<file path="src/rtl/adder_axis_arb.sv">
// Round-robin arbiter sharing one AXI-Stream pipelined adder between N_REQ requesters.
// Define ADDER_ARB_FIXED_PRIO_EN for fixed lowest-index-wins priority instead of round-robin.
module adder_axis_arb #(
   parameter int N_REQ   = 4,
   parameter int IN_W    = 8,
   parameter int OUT_W   = 9,
   parameter int MAX_OUT = 4
) (
   input  logic                    aclk,
   input  logic                    aresetn,
   input  logic [N_REQ*2*IN_W-1:0] req_tdata,
   input  logic [N_REQ-1:0]        req_tvalid,
   output logic [N_REQ-1:0]        req_tready,
   output logic [N_REQ*OUT_W-1:0]  rsp_tdata,
   output logic [N_REQ-1:0]        rsp_tvalid,
   input  logic [N_REQ-1:0]        rsp_tready,
   output logic [IN_W-1:0]         add1_tdata,
   output logic                    add1_tvalid,
   input  logic                    add1_tready,
   output logic [IN_W-1:0]         add2_tdata,
   output logic                    add2_tvalid,
   input  logic                    add2_tready,
   input  logic [OUT_W-1:0]        sum_tdata,
   input  logic                    sum_tvalid,
   output logic                    sum_tready
);
   localparam int TW = $clog2(N_REQ);
   localparam int AW = $clog2(MAX_OUT);
   localparam int OW = AW + 1;

   typedef enum logic {IDLE, ISSUE} state_t;
   state_t state_q, state_d;

   logic [IN_W-1:0] op1_q, op2_q;
   logic            sent1_q, sent2_q, sent1_d, sent2_d;
   logic [TW-1:0]   tag_q [MAX_OUT];
   logic [AW-1:0]   wr_ptr_q, rd_ptr_q;
   logic [OW-1:0]   outst_q, outst_d;
`ifndef ADDER_ARB_FIXED_PRIO_EN
   logic [TW-1:0]   last_q;
   logic [TW-1:0]   cand;
`endif

   logic [IN_W-1:0] op1_a [N_REQ];
   logic [IN_W-1:0] op2_a [N_REQ];
   logic            gnt_vld;
   logic [TW-1:0]   gnt_idx;
   logic [TW-1:0]   head;
   logic            accept, hs1, hs2, rsp_hs, empty;

   for (genvar i = 0; i < N_REQ; i++) begin : g_ops
      assign op1_a[i] = req_tdata[i*2*IN_W +: IN_W];
      assign op2_a[i] = req_tdata[i*2*IN_W + IN_W +: IN_W];
   end

   // Arbitration: loops run downward so the last match written is the winner.
   always_comb begin
      gnt_vld = 1'b0;
      gnt_idx = '0;
`ifdef ADDER_ARB_FIXED_PRIO_EN
      for (int k = N_REQ-1; k >= 0; k--) begin
         if (req_tvalid[k]) begin
            gnt_vld = 1'b1;
            gnt_idx = TW'(k);
         end
      end
`else
      cand = '0;
      for (int k = N_REQ; k >= 1; k--) begin
         cand = TW'((int'(last_q) + k) % N_REQ);
         if (req_tvalid[cand]) begin
            gnt_vld = 1'b1;
            gnt_idx = cand;
         end
      end
`endif
      if (outst_q >= OW'(MAX_OUT)) gnt_vld = 1'b0;
   end

   assign accept = aresetn && (state_q == IDLE) && gnt_vld;
   assign hs1    = add1_tvalid & add1_tready;
   assign hs2    = add2_tvalid & add2_tready;
   assign empty  = (outst_q == '0);
   assign head   = tag_q[rd_ptr_q];

   // Next-state logic
   always_comb begin
      state_d = state_q;
      sent1_d = sent1_q;
      sent2_d = sent2_q;
      case (state_q)
         IDLE: begin
            if (accept) begin
               state_d = ISSUE;
               sent1_d = 1'b0;
               sent2_d = 1'b0;
            end
         end
         ISSUE: begin
            sent1_d = sent1_q | hs1;
            sent2_d = sent2_q | hs2;
            if (sent1_d && sent2_d) state_d = IDLE;
         end
         default: state_d = IDLE;
      endcase
   end

   // FSM outputs
   always_comb begin
      req_tready  = '0;
      add1_tvalid = 1'b0;
      add2_tvalid = 1'b0;
      if (aresetn) begin
         case (state_q)
            IDLE:    if (gnt_vld) req_tready[gnt_idx] = 1'b1;
            ISSUE: begin
               add1_tvalid = !sent1_q;
               add2_tvalid = !sent2_q;
            end
            default: ;
         endcase
      end
   end

   assign add1_tdata = op1_q;
   assign add2_tdata = op2_q;

   // A result with no tag outstanding is never accepted.
   always_comb begin
      rsp_tvalid = '0;
      sum_tready = 1'b0;
      if (aresetn && !empty) begin
         rsp_tvalid[head] = sum_tvalid;
         sum_tready       = rsp_tready[head];
      end
   end

   assign rsp_hs    = sum_tvalid & sum_tready;
   assign rsp_tdata = {N_REQ{sum_tdata}};

   always_comb begin
      outst_d = outst_q;
      if (accept && !rsp_hs)      outst_d = outst_q + 1'b1;
      else if (!accept && rsp_hs) outst_d = outst_q - 1'b1;
   end

   always_ff @(posedge aclk) begin
      if (!aresetn) begin
         state_q  <= IDLE;
         sent1_q  <= 1'b1;
         sent2_q  <= 1'b1;
         op1_q    <= '0;
         op2_q    <= '0;
         wr_ptr_q <= '0;
         rd_ptr_q <= '0;
         outst_q  <= '0;
`ifndef ADDER_ARB_FIXED_PRIO_EN
         last_q   <= TW'(N_REQ-1);
`endif
      end else begin
         state_q <= state_d;
         sent1_q <= sent1_d;
         sent2_q <= sent2_d;
         outst_q <= outst_d;
         if (accept) begin
            op1_q    <= op1_a[gnt_idx];
            op2_q    <= op2_a[gnt_idx];
            wr_ptr_q <= wr_ptr_q + 1'b1;
`ifndef ADDER_ARB_FIXED_PRIO_EN
            last_q   <= gnt_idx;
`endif
         end
         if (rsp_hs) rd_ptr_q <= rd_ptr_q + 1'b1;
      end
   end

   always_ff @(posedge aclk) begin
      if (accept) tag_q[wr_ptr_q] <= gnt_idx;
   end

endmodule

</file>
<file path="config.mk">
export PLATFORM = sky130hd
export DESIGN_NAME = adder_axis_arb
export DESIGN_NICKNAME = d
export VERILOG_FILES = /design/src/rtl/adder_axis_arb.sv
export SDC_FILE = /design/constraint.sdc
export NUM_CORES = 1
export LEC_CHECK = 0
export BUFFER_PORTS_ARGS = -buffer_cell sky130_fd_sc_hd__buf_2
export CAP_MARGIN = 20
export CELL_PAD_IN_SITES_DETAIL_PLACEMENT = 0
export CELL_PAD_IN_SITES_GLOBAL_PLACEMENT = 1
export CORE_ASPECT_RATIO = 1.25
export CORE_MARGIN = 4
export CORE_UTILIZATION = 33
export DETAILED_ROUTE_END_ITERATION = 8
export GPL_TIMING_DRIVEN = 1
export HOLD_SLACK_MARGIN = 0.08
export PLACE_DENSITY_LB_ADDON = 0.1
export SYNTH_ARGS = -nofsm -noshare
export SYNTH_HDL_FRONTEND = slang
export SYNTH_SLANG_ARGS = --single-unit
export TNS_END_PERCENT = 50
</file>
<file path="constraint.sdc">
create_clock -name aclk -period 6.6 [get_ports aclk]
set_input_delay 1.32 -clock aclk [delete_from_list [all_inputs] [get_ports aclk]]
set_output_delay 1.32 -clock aclk [all_outputs]
set_load 0.03 [all_outputs]
</file>
==> flow_metrics.py, run 1 <==
metrics = {
    "finish": {
        "n_fill_cell": 667,
        "fin_util_pct": 41.33,
        "drive_gt1_share_pct": 47.00,
        "antenna_cells": 0,
        "fin_nets": 374,
        "area_delta_synth_final_pct": 19.45,
    },
    "clocking": {
        "cts_sinks": 38,
        "postCtsHoldBufs": 0,
        "clockBufferDepth": 2,
        "cts_tree": "yes",
        "clk_pin_slew_worst_paths_ns": 0.08,
        "cts-root-buf": "clkbuf_8",
        "cts_resized": 0,
        "numCtsBuffers": 5,
        "htree_levels": 2,
        "clock_latency_ns": 0.29,
        "postCtsSetupBuffers": 0,
    },
    "power_and_ir_drop": {
        "power.switching_uw": 391.7,
        "pwr_density_cell_mw_per_mm2": 380.6,
        "pwr-share-comb_pct": 43.9,
        "p_int_uw": 667.0,
        "leakage_uw": 0.001452,
        "switching_share_pct": 37.00,
        "clock_power_share_pct": 22.0,
        "irDropWorstVdd_mv": 0.1479,
        "seqPwrFrac_pct": 34.1,
    },
    "logic_synthesis": {
        "synth_cells": 217,
        "synth_warnings": 0,
        "synthesis.nets": 309,
        "synth_cell_type_count": 31,
        "ys_seq_elements": 38,
        "ys_seq_area_share_pct": 36.11,
        "syn_area_mm2": 0.002328,
        "avgSynthCellArea_um2": 10.73,
    },
    "sta": {
        "hold_violations": 0,
        "maxSlewHeadroom_pct": 40.91,
        "clock.fmax_mhz": 226.8,
        "tightest_slew_ns": 0.8844,
        "rsz0062_at_grt": "no",
        "setup_viol": 0,
        "finalSetupTns_ns": 0,
        "period_share_pct": 66.80,
        "drv_slew": 0,
        "min_period_ns": 4.409,
        "finalClockSkew_ns": 0.007511,
    },
    "outcome": {
        "status": "finished, final reports clean",
    },
    "detailed_routing": {
        "drc": 0,
        "ant_nets": 0,
        "drt-pass1-iter-count": 4,
        "num_vias": 1776,
        "via_per_inst": 4.800,
        "routedWlPerCell_um": 15.81,
        "first_iter_violations": 51,
        "totalWireLength_um": 5851,
    },
    "floorplan": {
        "die_w_um": 83.13,
        "io_pins": 149,
        "dieHeight_um": 101.9,
        "die_area_mm2": 0.008472,
        "coreArea_mm2": 0.006730,
        "start_util_pct": 34.60,
        "num_rows": 33,
    },
    "worst_setup_path": {
        "crit_path_max_incr_delay_ns": 0.64,
        "worstSetupEndpointType": "output pin",
        "cp_common_cell": "buf_2",
        "rrSetupSlack_ns": 3.83,
        "cp_data_required_time_ns": 5.28,
        "worstSetupPathType": "in -> out",
        "critPathLaunchType": "primary input",
        "cp_slowest_cell": "inv_1",
        "path_cells": "buf_2 -> nand3_1 -> inv_1 -> nand2b_1 -> nor2b_1 -> buf_2",
        "crit_family": "buffers and inverters",
        "crit_buf_inv": 3,
        "arrival_ns": 3.09,
        "worstPathMaxFanout": 32,
    },
    "worst_hold_path": {
        "hold_class": "reg -> reg",
    },
    "grt": {
        "grt_pass1_wl_um": 9390,
        "grt_pass1_vias": 1923,
        "grt-ovfl-total": 0,
        "antenna_found_initial": 0,
        "grt_max_degree": 33,
        "track_usage_pct": 13.88,
    },
    "place": {
        "place_hpwl_um": 4560,
        "portBuffers": 103,
        "gp_congestion": 0.7281,
    },
    "job": {
        "maxCapViolations": 0,
    },
}
routing by layer:
metal,GRT usage [%],up-vias,routed length (um)
met5,0,-,0
met3,5.323,16,614
met1,14.82,806,2209
met2,25.12,81,2928
li1,-,873,-
met4,5.031,0,99
cells by family (layout without fill, tap and decap cells):
| group | Yosys count | count (layout) | synth area share, % |
|---|---|---|---|
| AO/OA/AOI/OAI | 35 | 35 | 10.53 |
| flip-flops | 38 | 38 | 36.11 |
| XOR/XNOR | 2 | 2 | 0.7524 |
| adder cells (fa/ha/maj) | 6 | 6 | 3.547 |
| multiplexers | 26 | 26 | 20.85 |
| buffers and inverters | 52 | 118 | 15.15 |
| AND/OR/NAND/NOR | 58 | 58 | 13.06 |
area by class of cell:
class / count / area, um^2 / share of cell area, %
clock inverter: 3 / 63.81 / 2.294
tap: 87 / 108.9 / 3.914
timing repair buffer: 105 / 530.5 / 19.07
inverter: 5 / 18.77 / 0.6748
multi-input combinational: 127 / 1150 / 41.34
sequential: 38 / 840.8 / 30.23
clock buffer: 5 / 68.82 / 2.474
flip-flops by register name, summed over array words and instances, names as in the netlist, named ones only:
register    flops
rd_ptr_q        2
add2_tdata      8
wr_ptr_q        2
add1_tdata      8
last_q          2
tag_q           8
sent1_q         1
outst_q         3
state_q         1
sent2_q         1
power groups by stage:
| stage | logic [uW] | clock network [uW] | registers, uW |
|---|---|---|---|
| 5_1_grt | 516 | 249 | 373 |
| 3_5_place_dp | 476 | 0 | 366 |
| 4_1_cts | 477 | 239 | 362 |
| 6_report | 465 | 233 | 361 |
| 2_1_floorplan | 325 | 0 | 429 |
| 3_3_place_gp | 475 | 0 | 366 |
cells in the mapped netlist:
library cell	instances	area [um^2]
buf_4	38	285.3
dfxtp_1	30	600.6
and3_1	19	118.9
mux4_2	18	405.4
a21o_1	16	120.1
nor2_1	12	45.04
nand2_1	10	37.54
edfxtp_1	8	240.2
mux2i_1	8	80.08
clkbuf_1	6	22.52
and2_1	5	31.28
ha_1	5	62.56
inv_1	5	18.77
nand2b_1	5	31.28
o21ai_0	5	25.02
a21boi_0	3	22.52
a21oi_1	3	15.01
nand3_1	3	15.01
nor2b_1	3	18.77
a31oi_1	2	12.51
buf_6	2	22.52
o311a_1	2	20.02
a21oi_2	1	8.760
buf_1	1	3.750
fa_1	1	20.02
o21a_1	1	7.510
o21ai_1	1	5.000
o22a_1	1	8.760
or3_1	1	6.260
xnor2_1	1	8.760
xor2_1	1	8.760
metrics by stage:
step | hold WS (ns) | area [um^2] | total power, uW | worst slack, ns | instances
2_1_floorplan | 0.4300 | 2328 | 754.2 | 2.788 | 217
3_3_place_gp | 0.4428 | 2649 | 841.5 | 2.185 | 362
3_5_place_dp | 0.4542 | 2649 | 841.6 | 2.131 | 362
4_1_cts | 0.4659 | 2781 | 1078 | 2.130 | 370
5_1_grt | 0.4849 | 2781 | 1138 | 1.970 | 370
6_report | 0.4621 | 2781 | 1059 | 2.191 | 370
final timing paths:
kind / startpoint / to / cells past startpoint
setup / recovery: aresetn / req_tready[1] / 6
hold / removal: rd_ptr_q[1] / rd_ptr_q[1] / 1
setup reg to reg: register / outst_q[2] / 10
hold reg to reg: rd_ptr_q[1] / rd_ptr_q[1] / 1
cells in the final DEF, fill, tap and decap left out, types with 2 or more instances in the layout:
master       n
nand2_1     10
a31oi_1      2
a21boi_0     3
dfxtp_1     30
bufinv_16    2
inv_1        5
buf_4        2
and3_1      19
a21o_1      16
nor2_1      12
ha_1         5
nand2b_1     5
and2_1       5
mux2i_1      8
o311a_1      2
buf_2      103
nor2b_1      3
a21oi_1      2
clkbuf_8     5
mux4_2      18
o21ai_0      5
edfxtp_1     8
nand3_1      3
Power figures use the tool's default switching activity.
==> inputs of run 2 (changes only) <==
--- a/config.mk
+++ b/config.mk
@@ -11,7 +11,7 @@
 export CELL_PAD_IN_SITES_GLOBAL_PLACEMENT = 1
 export CORE_ASPECT_RATIO = 1.25
 export CORE_MARGIN = 4
-export CORE_UTILIZATION = 33
+export CORE_UTILIZATION = 31
 export DETAILED_ROUTE_END_ITERATION = 8
 export GPL_TIMING_DRIVEN = 1
 export HOLD_SLACK_MARGIN = 0.08
==> constraint.sdc (replaced) <==
create_clock -name aclk -period 4.3 [get_ports aclk]
set_input_delay 0.86 -clock aclk [delete_from_list [all_inputs] [get_ports aclk]]
set_output_delay 0.86 -clock aclk [all_outputs]
set_load 0.03 [all_outputs]
==> flow_metrics.py, run 2 (synthesized netlist as in run 1, its figures left out) <==
metrics = {
    "worst_setup_path": {
        "worstSetupEndpointType": "output pin",
        "worstSetupPathType": "in -> out",
        "critPathLaunch": "aresetn",
        "critPathLaunchType": "primary input",
        "worstPathMaxFanout": 32,
        "arrival_ns": 2.35,
        "cp_data_required_time_ns": 3.44,
    },
    "clocking": {
        "cts_sinks": 38,
        "clk_pin_slew_worst_paths_ns": 0.07,
        "htree_levels": 2,
        "numCtsBuffers": 5,
        "cts_resized": 0,
        "clockBufferDepth": 2,
        "clock_latency_ns": 0.28,
        "postCtsHoldBufs": 0,
        "cts-root-buf": "clkbuf_8",
        "postCtsSetupBuffers": 0,
        "cts_tree": "yes",
    },
    "finish": {
        "antenna_cells": 0,
        "drive_gt1_share_pct": 46.67,
        "final_cell_mix": "buf_2, dfxtp_1, and3_1",
        "final_cells": 377,
        "mostFrequentLayoutCell": "buf_2",
        "area_delta_synth_final_pct": 18.11,
        "fin_nets": 376,
    },
    "floorplan": {
        "coreArea_mm2": 0.007357,
        "start_util_pct": 31.65,
        "die_area_mm2": 0.008970,
        "die_w_um": 85.52,
        "dieHeight_um": 104.9,
        "io_pins": 149,
        "num_rows": 35,
    },
    "detailed_routing": {
        "via_per_inst": 4.679,
        "drt-met1-wl_um": 2166,
        "wl_met3_um": 641,
        "wl_met2_um": 2602,
        "routedWlPerCell_um": 14.59,
        "highest_layer": "met5",
        "totalWireLength_um": 5501,
        "drt-pass1-iter-count": 4,
        "num_vias": 1764,
        "drc": 0,
        "first_iter_violations": 71,
        "ant_nets": 0,
    },
    "place": {
        "portBuffers": 103,
        "dp_cells": 369,
        "gp_congestion": 0.7004,
        "place_hpwl_um": 4338,
        "place_ws_ns": 1.039,
    },
    "worst_hold_path": {
        "hold_class": "reg -> reg",
        "hp-start": "rd_ptr_q[1]",
    },
    "power_and_ir_drop": {
        "power.switching_uw": 593.0,
        "clock_power_share_pct": 15.4,
        "pwr-share-comb_pct": 47.9,
        "seqPwrFrac_pct": 36.6,
        "switching_share_pct": 39.29,
        "irDropWorstVdd_mv": 0.1709,
        "pwr_density_cell_mw_per_mm2": 548.7,
        "leakage_uw": 0.001435,
        "p_int_uw": 916.1,
    },
    "grt": {
        "track_usage_pct": 12.20,
        "grt-ovfl-total": 0,
        "grt_max_degree": 33,
        "antenna_found_initial": 1,
        "grt_pass1_vias": 1867,
        "grt_pass1_wl_um": 8673,
    },
    "sta": {
        "drv_slew": 0,
        "whs_ns": 0.4613,
        "worst_slack_ns": 1.091,
        "finalClockSkew_ns": 0.003949,
        "hold_violations": 0,
        "rsz0062_at_grt": "no",
        "tightest_slew_ns": 0.5234,
        "setup_viol": 0,
        "maxSlewHeadroom_pct": 65.10,
        "period_share_pct": 74.62,
        "clock.fmax_mhz": 311.6,
        "finalSetupTns_ns": 0,
        "min_period_ns": 3.209,
    },
    "outcome": {
        "status": "finished, final reports clean",
    },
    "job": {
        "maxCapViolations": 0,
    },
}
## run 2: power groups by stage
stage	logic [uW]	registers, uW	clock network (uW)
after detailed placement	738	563	0
after CTS	741	556	242
final	723	553	233
after floorplan	499	659	0
after global routing	795	569	256
after global placement	742	562	0
## run 2: critical path, stage by stage
cell,delay [ns]
buf_2,0.42
nand3_1,0.16
inv_1,0.39
nand2b_1,0.18
nor2b_1,0.13
buf_2,0.20
## run 2: path summary, 6_finish.rpt
check	to	slack, ns	cells after the start
max	req_tready[1]	1.09	6
min	register	0.46	1
max reg2reg	outst_q[2]	1.52	10
min reg2reg	register	0.46	1
## run 2: through the flow
step           utilization, %  cell area [um^2]  total power [uW]
2_1_floorplan               -              2328              1158
3_3_place_gp            36.29              2670              1304
3_5_place_dp            36.29              2670              1301
4_1_cts                 37.38              2750              1538
5_1_grt                 37.38              2750              1620
6_report                37.38              2750              1509
## run 2: metal layers
metal	vias up	track usage [%]
met5	-	0
met4	2	3.959
met3	7	5.442
met2	83	20.06
met1	800	14.04
li1	872	-
## run 2: final cells by class
type,instances,area [um^2]
Multi-Input combinational cell,127,1150
Tap cell,92,115.1
Inverter,5,18.77
Timing Repair Buffer,107,545.5
Clock buffer,8,80.08
Sequential cell,38,840.8
Fill cell,779,4607
